## src/rtl/izh_spike_monitor_if.sv

```systemverilog
`default_nettype none
// ============================================================================
// Module   : izh_spike_monitor_if
// Purpose  : ISI valid/ready handshake bundle between the monitor and its consumer.
// Revision : 1.0 - initial release
// ============================================================================
interface izh_spike_monitor_if #(
  parameter int ISI_W = 12
) ();
  logic [ISI_W-1:0] isi_o;
  logic             isi_valid_o;
  logic             isi_ready_i;

  modport master (
    output isi_o,
    output isi_valid_o,
    input  isi_ready_i
  );

  modport slave (
    input  isi_o,
    input  isi_valid_o,
    output isi_ready_i
  );
endinterface
`default_nettype wire

```

## src/rtl/izh_spike_monitor.sv

```systemverilog
`default_nettype none
// ============================================================================
// Module   : izh_spike_monitor
// Purpose  : Spike detector with hysteresis, ISI measurement and optional
//            windowed firing-rate counter (enabled by macro IZ_MON_RATE_EN).
// Revision : 1.0 - initial release
// ============================================================================
module izh_spike_monitor #(
  parameter logic signed [7:0] V_PEAK  = 8'sd30,
  parameter logic signed [7:0] V_REARM = -8'sd40,
  parameter int                ISI_W   = 12,
  parameter int                WIN     = 1000,
  parameter int                RATE_W  = 8
) (
  input  logic                 clk,
  input  logic                 rst_n,
  input  logic                 ena,
  input  logic                 step_i,
  input  logic [7:0]           v_i,
  output logic                 spike_o,
  izh_spike_monitor_if.master  isi,
  output logic                 overrun_o,
  output logic [RATE_W-1:0]    rate_o,
  output logic                 rate_valid_o
);

  localparam logic [0:0] ST_ARMED = 1'b0;
  localparam logic [0:0] ST_FIRED = 1'b1;

  logic              sample;
  logic signed [7:0] v_s;
  logic              at_peak;
  logic              below_rearm;
  logic [0:0]        state;
  logic [0:0]        state_nxt;
  logic              spike_det;
  logic [ISI_W-1:0]  isi_cnt;
  logic [ISI_W-1:0]  isi_cnt_inc;
  logic              have_prev;
  logic              isi_accept;
  logic              isi_load;

  assign sample      = ena & step_i;
  assign v_s         = $signed(v_i);
  assign at_peak     = (v_s >= V_PEAK);
  assign below_rearm = (v_s < V_REARM);

  // ---------------- detector FSM ----------------
  always_ff @(posedge clk or negedge rst_n) begin
    if (!rst_n) begin
      state <= ST_ARMED;
    end else begin
      state <= state_nxt;
    end
  end

  always_comb begin
    state_nxt = state;
    if (sample) begin
      case (state)
        ST_ARMED: if (at_peak)     state_nxt = ST_FIRED;
        ST_FIRED: if (below_rearm) state_nxt = ST_ARMED;
        default:                   state_nxt = ST_ARMED;
      endcase
    end
  end

  always_comb begin
    spike_det = 1'b0;
    if (sample && (state == ST_ARMED) && at_peak) begin
      spike_det = 1'b1;
    end
  end

  always_ff @(posedge clk or negedge rst_n) begin
    if (!rst_n) begin
      spike_o <= 1'b0;
    end else if (ena) begin
      spike_o <= spike_det;
    end
  end

  // ---------------- ISI counter ----------------
  // The incremented value doubles as the ISI: steps since the previous spike sample.
  assign isi_cnt_inc = (&isi_cnt) ? isi_cnt : isi_cnt + ISI_W'(1);

  always_ff @(posedge clk or negedge rst_n) begin
    if (!rst_n) begin
      isi_cnt   <= '0;
      have_prev <= 1'b0;
    end else if (sample) begin
      if (spike_det) begin
        isi_cnt   <= '0;
        have_prev <= 1'b1;
      end else begin
        isi_cnt   <= isi_cnt_inc;
      end
    end
  end

  // ---------------- ISI output register ----------------
  assign isi_accept = ena & isi.isi_valid_o & isi.isi_ready_i;
  assign isi_load   = spike_det & have_prev;

  always_ff @(posedge clk or negedge rst_n) begin
    if (!rst_n) begin
      isi.isi_o       <= '0;
      isi.isi_valid_o <= 1'b0;
      overrun_o       <= 1'b0;
    end else if (ena) begin
      if (isi_load) begin
        if (!isi.isi_valid_o || isi_accept) begin
          isi.isi_o       <= isi_cnt_inc;
          isi.isi_valid_o <= 1'b1;
        end else begin
          overrun_o       <= 1'b1;
        end
      end else if (isi_accept) begin
        isi.isi_valid_o <= 1'b0;
      end
    end
  end

  // ---------------- rate window ----------------
`ifdef IZ_MON_RATE_EN
  localparam int CNT_W = $clog2(WIN);

  logic [CNT_W-1:0]  win_cnt;
  logic [RATE_W-1:0] spk_cnt;
  logic [RATE_W-1:0] spk_cnt_inc;

  assign spk_cnt_inc = (&spk_cnt) ? spk_cnt : spk_cnt + RATE_W'(1);

  always_ff @(posedge clk or negedge rst_n) begin
    if (!rst_n) begin
      win_cnt      <= '0;
      spk_cnt      <= '0;
      rate_o       <= '0;
      rate_valid_o <= 1'b0;
    end else if (ena) begin
      rate_valid_o <= 1'b0;
      if (sample) begin
        if (win_cnt == CNT_W'(WIN - 1)) begin
          // A spike on the closing sample still belongs to this window.
          rate_o       <= spike_det ? spk_cnt_inc : spk_cnt;
          rate_valid_o <= 1'b1;
          win_cnt      <= '0;
          spk_cnt      <= '0;
        end else begin
          win_cnt <= win_cnt + CNT_W'(1);
          if (spike_det) begin
            spk_cnt <= spk_cnt_inc;
          end
        end
      end
    end
  end
`else
  assign rate_o       = '0;
  assign rate_valid_o = 1'b0;
`endif

endmodule
`default_nettype wire
```

## src/flat_wrapper.sv

```systemverilog
// flat-port wrapper written by rule: the top's interface ports become plain ports
module izh_spike_monitor_flat 
#(
  parameter logic signed [7:0] V_PEAK  = 8'sd30,
  parameter logic signed [7:0] V_REARM = -8'sd40,
  parameter int                ISI_W   = 12,
  parameter int                WIN     = 1000,
  parameter int                RATE_W  = 8
)
  (clk, rst_n, ena, step_i, v_i, spike_o, overrun_o, rate_o, rate_valid_o, isi_isi_o, isi_isi_valid_o, isi_isi_ready_i);
  izh_spike_monitor_if #(.ISI_W(ISI_W)) isi_i ();
  input  logic clk;
  input  logic rst_n;
  input  logic ena;
  input  logic step_i;
  input  logic [7:0] v_i;
  output logic spike_o;
  output logic overrun_o;
  output logic [RATE_W-1:0] rate_o;
  output logic rate_valid_o;
  output wire logic [$bits(isi_i.isi_o)-1:0] isi_isi_o;
  output wire logic [$bits(isi_i.isi_valid_o)-1:0] isi_isi_valid_o;
  input wire logic [$bits(isi_i.isi_ready_i)-1:0] isi_isi_ready_i;
  assign isi_isi_o = isi_i.isi_o;
  assign isi_isi_valid_o = isi_i.isi_valid_o;
  assign isi_i.isi_ready_i = isi_isi_ready_i;
  izh_spike_monitor #(.V_PEAK(V_PEAK), .V_REARM(V_REARM), .ISI_W(ISI_W), .WIN(WIN), .RATE_W(RATE_W)) u_core (.clk(clk), .rst_n(rst_n), .ena(ena), .step_i(step_i), .v_i(v_i), .spike_o(spike_o), .isi(isi_i), .overrun_o(overrun_o), .rate_o(rate_o), .rate_valid_o(rate_valid_o));
endmodule
```

## config.mk

```make
export PLATFORM = sky130hd
export DESIGN_NAME = izh_spike_monitor_flat
export DESIGN_NICKNAME = d
export VERILOG_FILES = /design/src/rtl/izh_spike_monitor_if.sv /design/src/rtl/izh_spike_monitor.sv /design/src/flat_wrapper.sv
export SDC_FILE = /design/constraint.sdc
export NUM_CORES = 1
export LEC_CHECK = 0
export CORE_MARGIN = 1.5
export CORE_UTILIZATION = 40
export DETAILED_ROUTE_END_ITERATION = 6
export GPL_TIMING_DRIVEN = 0
export PLACE_DENSITY = 0.65
export SLEW_MARGIN = 15
export SYNTH_ARGS = -nofsm -noshare
export SYNTH_HDL_FRONTEND = slang
export SYNTH_SLANG_ARGS = --single-unit
```

## constraint.sdc

```tcl
create_clock -name clk -period 1.9 [get_ports clk]
set_input_delay 0.57 -clock clk [delete_from_list [all_inputs] [get_ports clk]]
set_output_delay 0.57 -clock clk [all_outputs]
set_load 0.005 [all_outputs]
```

Word-level counts from Yosys, hierarchy flattened
Cells that the tools add are included.
{ "word_totals": {"regBits": 29, "latchBits": 0, "mem_bits_rw": 0, "romBits": 0, "in_bits": 13, "output_inout_bits": 24, "mem_count": 0} }
{ "op_classes": {"add_sub_neg": 1, "mul": 0, "div": 0, "magnitude_cmp": 2, "eq_ne": 1, "n_shift": 0, "n_mux": 9, "bitwise_logic": 6, "n_reduce_logical": 10} }
{ "op_table": {"columns": ["operator", "count"], "rows": [
  ["$mux 12", 2],
  ["$add 12x1->12 const B", 1],
  ["$reduce_and 12->1", 1],
  ["$reduce_and 3->1", 3],
  ["$ge 8x6->1 const B", 1],
  ["$lt 8x7->1 const B", 1],
  ["$mux 1", 6],
  ["$and 1x1->1", 4],
  ["$logic_and 1x1->1", 2],
  ["$ne 2x2->1 const B", 1],
  ["$not 1->1", 2],
  ["$pmux 1 s2", 1],
  ["$reduce_and 2->1", 1],
  ["$reduce_bool 2->1", 1],
  ["$logic_not 1->1", 1],
  ["$logic_or 1x1->1", 1]
]} }

Longest topological paths before layout
Gate-level depths: netlist of the first run.
{ "logic_depth": {"word_depth": 7, "depth_mapped": 5, "ltp_nobuf": 5} }

Least setup slack after synthesis of the first run
OpenSTA, ideal clock, no wires.
{ "synth_timing": {"path_kind": "input to register", "startpoint": "input v_i[1]", "endpoint": "register u_core.isi.isi_o[0]", "setup_time_ns": 0.125, "arrival_time_ns": 1.798, "setup_slack_ns": -0.023, "stages": 4, "path_buffers": 0, "cell_sequence": "nand4_2 a2111o_4 nor2_8 mux2_4"} }
{ "synth_between": {"elab_chain_cells": 5} }
{ "synth_rtl": {"columns": ["element", "line", "source"], "rows": [
  ["start: declaration", "flat_wrapper.sv:16", "input logic [7:0] v_i;"],
  ["$ge 8x6->1", "izh_spike_monitor.sv:45", "assign at_peak = (v_s >= V_PEAK);"],
  ["$logic_and 1x1->1", "izh_spike_monitor.sv:70", "if (sample && (state == ST_ARMED) && at_peak) begin"],
  ["$mux 1", "izh_spike_monitor.sv:70", null],
  ["$and 1x1->1", "izh_spike_monitor.sv:103", "assign isi_load = spike_det & have_prev;"],
  ["$reduce_and 3->1 (no line)", null, null],
  ["end signal: assignment", "izh_spike_monitor.sv:113", "isi.isi_o <= isi_cnt_inc;"],
  ["end: declaration", "izh_spike_monitor_if.sv:15", "output isi_o,"]
]} }
No other way between the ends.
A chain may end at the register's enable or synchronous reset.

Final worst setup path of the first run
{ "layout_timing": {"startpoint": "input v_i[4]", "endpoint": "register u_core.isi.isi_o[1]"} }
The elaborated chain is that of the path after synthesis.

==> out/qor.yml, run 1 <==
critical_path:
  cpLargestDelayFamily: "compound AO/OA/AOI/OAI gates"
  cp_max_fo: 7
  cp_data_required_time_ns: 2.06
  slowest_delay_ns: 0.54
  cp.buffers_inverters: 1
  cp-start-kind: "primary input"
  r2r_cells: 5
  critical_path_class: "primary input to flop"
  cp_data_arrival_time_ns: 2.02
  cp_slowest_cell: "a2111o_4"
  critPathLaunch: "v_i[4]"
  reg2reg_setup_slack_ns: 0.06
  reg2reg_from: "u_core.isi_cnt[1]$_DFFE_PN0N_"
  path_cells: "clkdlybuf4s15_1 > nand4_4 > a2111o_4 > nor2_8 > mux2_4"
  timing.rr.end: "u_core.isi_cnt[10]$_DFFE_PN0N_"
  cp-end-kind: "flop"
route:
  dr.first_iter.drc_count: 73
  wl_per_cell_um: 15.28
  avgViaCountPerCell: 5.508
  ant_nets: 0
  drt_wl_total_mm: 3.973
  route.vias.total: 1432
  drt_pre_antenna_iters: 4
  route.detailed.drc: 0
finish:
  final_nets: 224
  seq_area_um2: 726.9
  fillers: 356
  drive_gt1_share_pct: 22.86
  area_growth_pct: 29.18
  final_core_util_pct: 54.73
  antenna_cells: 0
  stdcell_area_mm2: 0.002221
  multi_input_area_um2: 957.2
floorplan:
  die_w_um: 68.56
  die_h_um: 68.56
  core_mm2: 0.004058
  core.rowCount: 23
  start_util_pct: 42.37
  io_pins: 37
  die_area_mm2: 0.004700
logic_synthesis:
  synth_top_area_cell: "dfrtp_1"
  avgSynthCellArea_um2: 10.36
  ys_seq_elements: 29
  synth_top_area_share_pct: 42.21
  yosys.area_share.xor_xnor_pct: 4.076
  syn-instance-count: 166
  muxShareOfSynthArea_pct: 5.313
  netlist_area_mm2: 0.001719
  yosysUniqueCellTypes: 47
  synth_edf_count: 0
  netlist_top_cells_area: "dfrtp_1 (42%), buf_4 (3.9%), a21oi_1 (3.8%)"
  yosysWarnings: 0
  synth-simple-area-share_pct: 19.36
  synth_fa_ha_area_share_pct: 0.7278
  synth_compound_gate_area_share_pct: 20.96
  synth_top_flop_cell: "dfrtp_1"
  synthArstFlopShare_pct: 100.0
  yosysSeqAreaShare_pct: 42.21
  synth_top_family_by_area: "compound AO/OA/AOI/OAI gates"
global_route:
  grt_first_pass_wirelength_mm: 6.403
  grt_pass1_vias: 1339
  grt_max_degree: 30
  grt_use_total_pct: 18.75
  overflow: 0
  antenna_found_initial: 0
sta:
  final.setup.tns_ns: 0
  post-route-min-period_ns: 1.852
  tightest_slew_ns: 0.6714
  fmax_mhz: 540.0
  setup_viol: 0
  hold_violations: 0
  slew_headroom_pct: 55.24
  fin_crit_sh_pct: 97.47
  slew_violations: 0
  fin_worst_skew_ns: 0.002669
  layout_setup_ws_ns: 0.04814
  rsz0062_at_grt: "yes"
placed_design:
  gp_congestion: 0.8924
  post-place-ws_ns: -0.6490
  post_dp_cell_area_mm2: 0.002067
  hpwl_mm: 2.699
  portBuffers: 26
outcome:
  run_status: "completed"
clock_network:
  clock-sinks: 29
  holdBufCountCts: 0
  cts.path.max_buffers: 2
  htree_levels: 2
  tritoncts: "built"
  cts_buffers: 5
  clk_latency_ns: 0.28
  clkTransAtPathRegs_ns: 0.06
  root_buffer: "clkbuf_8"
run:
  drv_cap: 0
hold_path:
  hold_path_class: "primary input to asynchronous set/reset pin"
pwr:
  p_per_area_mw_per_mm2: 857.7
  pwr-share-clk_pct: 26.6
  p_sw_mw: 0.5637
  p_int_mw: 1.341
  peakVddDrop_v: 0.0004593
  p_leak_nw: 0.9648
  power_switching_share_pct: 29.59
  seqPwrFrac_pct: 44.3
  power_frac_comb_pct: 29.0
[state kept, by name (all words and copies together), names as in the netlist]
register and count:
u_core.isi.isi_o 12, u_core.isi_cnt 12, u_core.have_prev 1, u_core.isi.isi_valid_o 1
u_core.overrun_o 1, u_core.spike_o 1, u_core.state 1
[power by group through the flow]
| stage | logic [mW] | clock network [mW] | registers (mW) |
|---|---|---|---|
| floorplan | 0.313 | 0 | 0.833 |
| global placement | 0.536 | 0 | 0.835 |
| detailed placement | 0.540 | 0 | 0.843 |
| CTS | 0.548 | 0.517 | 0.837 |
| global route | 0.619 | 0.544 | 0.862 |
| finish | 0.553 | 0.508 | 0.844 |
[cell families after synthesis]
family	count (synthesis)
muxes	7
xor gates and xnor gates	8
other	1
adders and majority gates	1
DFF	29
buffers and inverters	22
and+or+nand+nor	51
AOI/OAI and AO/OA	47
[layout make-up]
cell class	count	area share [%]
Buffer	18	4.845
Clock buffer	7	3.887
Timing Repair Buffer	29	11.94
Inverter	4	0.6761
Tap cell	50	2.817
Sequential cell	29	32.73
Multi-Input combinational cell	123	43.10
[cells in the mapped netlist (all sizes together), types with 2 or more instances]
library cell / number
nor3: 6
a41oi: 2
a31o: 2
mux2: 5
nand2: 3
clkbuf: 4
mux2i: 2
nor4: 7
a21o: 4
nand4: 4
a2bb2oi: 5
and4: 4
or2: 2
xnor2: 7
nand3: 7
and2: 2
inv: 4
nor2: 9
dfrtp: 29
nor2b: 2
buf: 14
o21ai: 8
a21oi: 13
a31oi: 2
a32o: 2
nand2b: 3
and3: 2
[worst max path at each step]
stage / to / depth (start not counted) / slack [ns]
after global routing: u_core.isi_cnt[10]$_DFFE_PN0N_ / 5 / -0.02
final: u_core.isi.isi_o[1]$_DFFE_PN0P_ / 5 / 0.05
after global placement: u_core.isi.isi_o[1]$_DFFE_PN0P_ / 5 / -0.62
after CTS: u_core.isi.isi_o[1]$_DFFE_PN0P_ / 5 / 0.02
after floorplan: u_core.isi.isi_o[0]$_DFFE_PN0P_ / 4 / 0.004
after detailed placement: u_core.isi.isi_o[1]$_DFFE_PN0P_ / 5 / -0.65
[stage by stage]
step                total power, mW  instances  hold slack [ns]
finish                        1.905        260           0.3237
global route                  2.026        260           0.3766
CTS                           1.902        260           0.3416
detailed placement            1.383        250           0.4643
global placement              1.371        250           0.4658
floorplan                     1.146        174           0.2744
[layout by cell type (no fill, tap or decap), types with 3 or more instances in the layout]
master,n
inv_1,4
o21ai_0,8
nor4_1,5
nor2_1,7
clkbuf_1,5
conb_1,9
nand2b_1,3
a21o_1,4
a2bb2oi_1,5
mux2_4,4
xnor2_1,7
nand3_1,5
clkbuf_8,6
a21oi_1,13
buf_4,12
and4_1,4
nor3_1,4
nand2_1,3
dlygate4sd2_1,6
clkdlybuf4s50_1,16
buf_2,6
dfrtp_1,28
[timing repair]
item	in CTS	in global routing
endpoints found under the setup margin	25	14
resized for setup	17	6
pin swaps	3	2
setup buffers	3	0
[metal layers]
| layer | vias to the layer above | part of all wire (%) | global-route usage, % |
|---|---|---|---|
| li1 | 692 | - | - |
| met1 | 691 | 47 | 24.62 |
| met2 | 37 | 46 | 27.76 |
| met3 | 12 | 4.1 | 4.870 |
| met4 | 0 | 2.9 | 10.75 |
| met5 | - | 0 | 0 |
No activity file was read; power rests on OpenSTA's default activity.
==> run 2, diff against run 1 <==
==> constraint.sdc (replaced) <==
create_clock -name clk -period 2 [get_ports clk]
set_input_delay 0.6 -clock clk [delete_from_list [all_inputs] [get_ports clk]]
set_output_delay 0.6 -clock clk [all_outputs]
set_load 0.005 [all_outputs]
==> out/qor.yml, run 2 (synthesis gave the netlist of run 1 again) <==
finish:
  area_growth_pct: 29.91
  final_nets: 226
  multi_input_area_um2: 939.7
  drive_gt1_share_pct: 22.07
  final_cells: 263
  final_core_util_pct: 55.04
  reg_top3: "u_core.isi.isi_o (12), u_core.isi_cnt (12)"
  stdcell_area_mm2: 0.002233
  final_common_cell: "dfrtp_1"
  final_cell_mix: "dfrtp_1 (29), clkdlybuf4s50_1 (16), a21oi_1 (13), buf_4 (13), conb_1 (9)"
  seq_area_um2: 725.7
  antenna_cells: 0
  fillers: 360
critical_path:
  cp_data_required_time_ns: 2.16
  cpLargestDelayFamily: "compound AO/OA/AOI/OAI gates"
  cp-start-kind: "primary input"
  cp_max_fo: 7
  path_cells: "dlygate4sd2_1 > nor2_4 > a2111o_4 > nor2_8 > mux2_4"
  cp_data_arrival_time_ns: 2.11
  cp-end-kind: "flop"
  cp_slowest_cell: "a2111o_4"
  critical_path_class: "primary input to flop"
  slowest_delay_ns: 0.57
  cp.buffers_inverters: 1
clock_network:
  cts_buffers: 5
  clkTransAtPathRegs_ns: 0.06
  tritoncts: "built"
  root_buffer: "clkbuf_8"
  htree_levels: 2
  clock-sinks: 29
  cts.path.max_buffers: 2
  holdBufCountCts: 0
  clk_latency_ns: 0.27
placed_design:
  post_dp_cell_area_mm2: 0.002067
  post-place-ws_ns: -0.6272
  hpwl_mm: 2.882
  portBuffers: 26
  gp_congestion: 0.8903
  numPlacedInstances: 250
sta:
  fin_worst_skew_ns: 0.001306
  layout_setup_ws_ns: 0.05154
  slew_headroom_pct: 56.65
  hold_violations: 0
  fmax_mhz: 513.2
  fin_crit_sh_pct: 97.42
  fin_hold_ws_ns: 0.3473
  slew_violations: 0
  rsz0062_at_grt: "no"
  tightest_slew_ns: 0.6503
  final.setup.tns_ns: 0
  post-route-min-period_ns: 1.948
  setup_viol: 0
route:
  route.detailed.drc: 0
  wl_per_cell_um: 15.43
  ant_nets: 0
  avgViaCountPerCell: 5.498
  route.vias.total: 1446
  drt_wl_total_mm: 4.059
  dr.first_iter.drc_count: 76
  drt_pre_antenna_iters: 4
pwr:
  p_leak_nw: 0.9833
  peakVddDrop_v: 0.0005236
  total_power_mw: 1.780
  p_per_area_mw_per_mm2: 797.0
global_route:
  grt_max_degree: 30
  overflow: 0
  antenna_found_initial: 0
  grt_first_pass_wirelength_mm: 6.382
  grt_pass1_vias: 1362
  grt_use_total_pct: 18.59
floorplan:
  core.rowCount: 23
  io_pins: 37
  die_area_mm2: 0.004700
  start_util_pct: 42.37
  core_mm2: 0.004058
  die_w_um: 68.56
  die_h_um: 68.56
outcome:
  run_status: "completed"
hold_path:
  hold_path_class: "primary input to asynchronous set/reset pin"
run:
  drv_cap: 0
run 2: changes by cell type in the layout (fill, tap and decap cells not counted), sizes merged:
cell | previous run | this run
buf | 18 | 20
clkdlybuf4s15 | 2 | 3
dlygate4sd2 | 6 | 5
dlymetal6s2s | 0 | 1
run 2: worst paths after layout:
path / start / to / slack (ns) / cells after the start
setup / recovery: v_i[5] / u_core.isi.isi_o[1]$_DFFE_PN0P_ / 0.05 / 5
hold / removal: rst_n / u_core.isi_cnt[5]$_DFFE_PN0N_ / 0.35 / 1
setup reg to reg: u_core.isi_cnt[1]$_DFFE_PN0N_ / u_core.isi.isi_o[1]$_DFFE_PN0P_ / 0.11 / 5
hold reg to reg: u_core.isi.isi_o[3]$_DFFE_PN0P_ / u_core.isi.isi_o[3]$_DFFE_PN0P_ / 0.48 / 1
max in group asynchronous: rst_n / u_core.isi.isi_o[1]$_DFFE_PN0P_ / 1.23 / 1
min in group clk: u_core.isi.isi_o[3]$_DFFE_PN0P_ / u_core.isi.isi_o[3]$_DFFE_PN0P_ / 0.48 / 1
run 2: worst reg2reg max path: stages (launching register included):
cell     delay [ns]
dfrtp_1        0.45
ha_2           0.29
and3_1         0.25
nand3_2        0.20
mux2_2         0.33
mux2_4         0.26
run 2: power breakdown:
part           switching (mW)  leakage (nW)  total, mW  internal, mW
sequential             0.0919         0.374      0.795         0.703
combinational           0.229         0.570      0.527         0.298
clock                   0.212        0.0395      0.459         0.247
run 2: what timing repair did:
item,in CTS,in global routing
gates resized for setup,13,8
setup endpoints to repair,21,12
pin swaps,3,3
endpoints found under the hold margin,0,0
setup buffers,4,1
run 2: metal layers:
layer / wire, um / vias to the layer above / global-route usage, % / part of all wire (%)
met4: 69 / 0 / 7.000 / 1.7
met5: 0 / - / 0 / 0
met2: 1824 / 47 / 29.45 / 45
met1: 1974 / 688 / 24.51 / 49
met3: 191 / 7 / 4.545 / 4.7
li1: - / 704 / - / -
run 2: layout make-up:
class	instances	area share, %
Buffer	18	4.874
Multi-Input combinational cell	123	42.07
Inverter	4	0.6723
Clock buffer	8	3.585
Timing Repair Buffer	31	13.50
Tap cell	50	2.801
Sequential cell	29	32.49
==> run 3, diff against run 2 <==
--- a/config.mk
+++ b/config.mk
@@ -10,6 +10,7 @@
 export DETAILED_ROUTE_END_ITERATION = 6
 export GPL_TIMING_DRIVEN = 0
 export PLACE_DENSITY = 0.65
+export SKIP_LAST_GASP = 1
 export SLEW_MARGIN = 15
 export SYNTH_ARGS = -nofsm -noshare
 export SYNTH_HDL_FRONTEND = slang
==> results of run 3 <==
Final layout, timing and power as in run 2 (identical DEF).
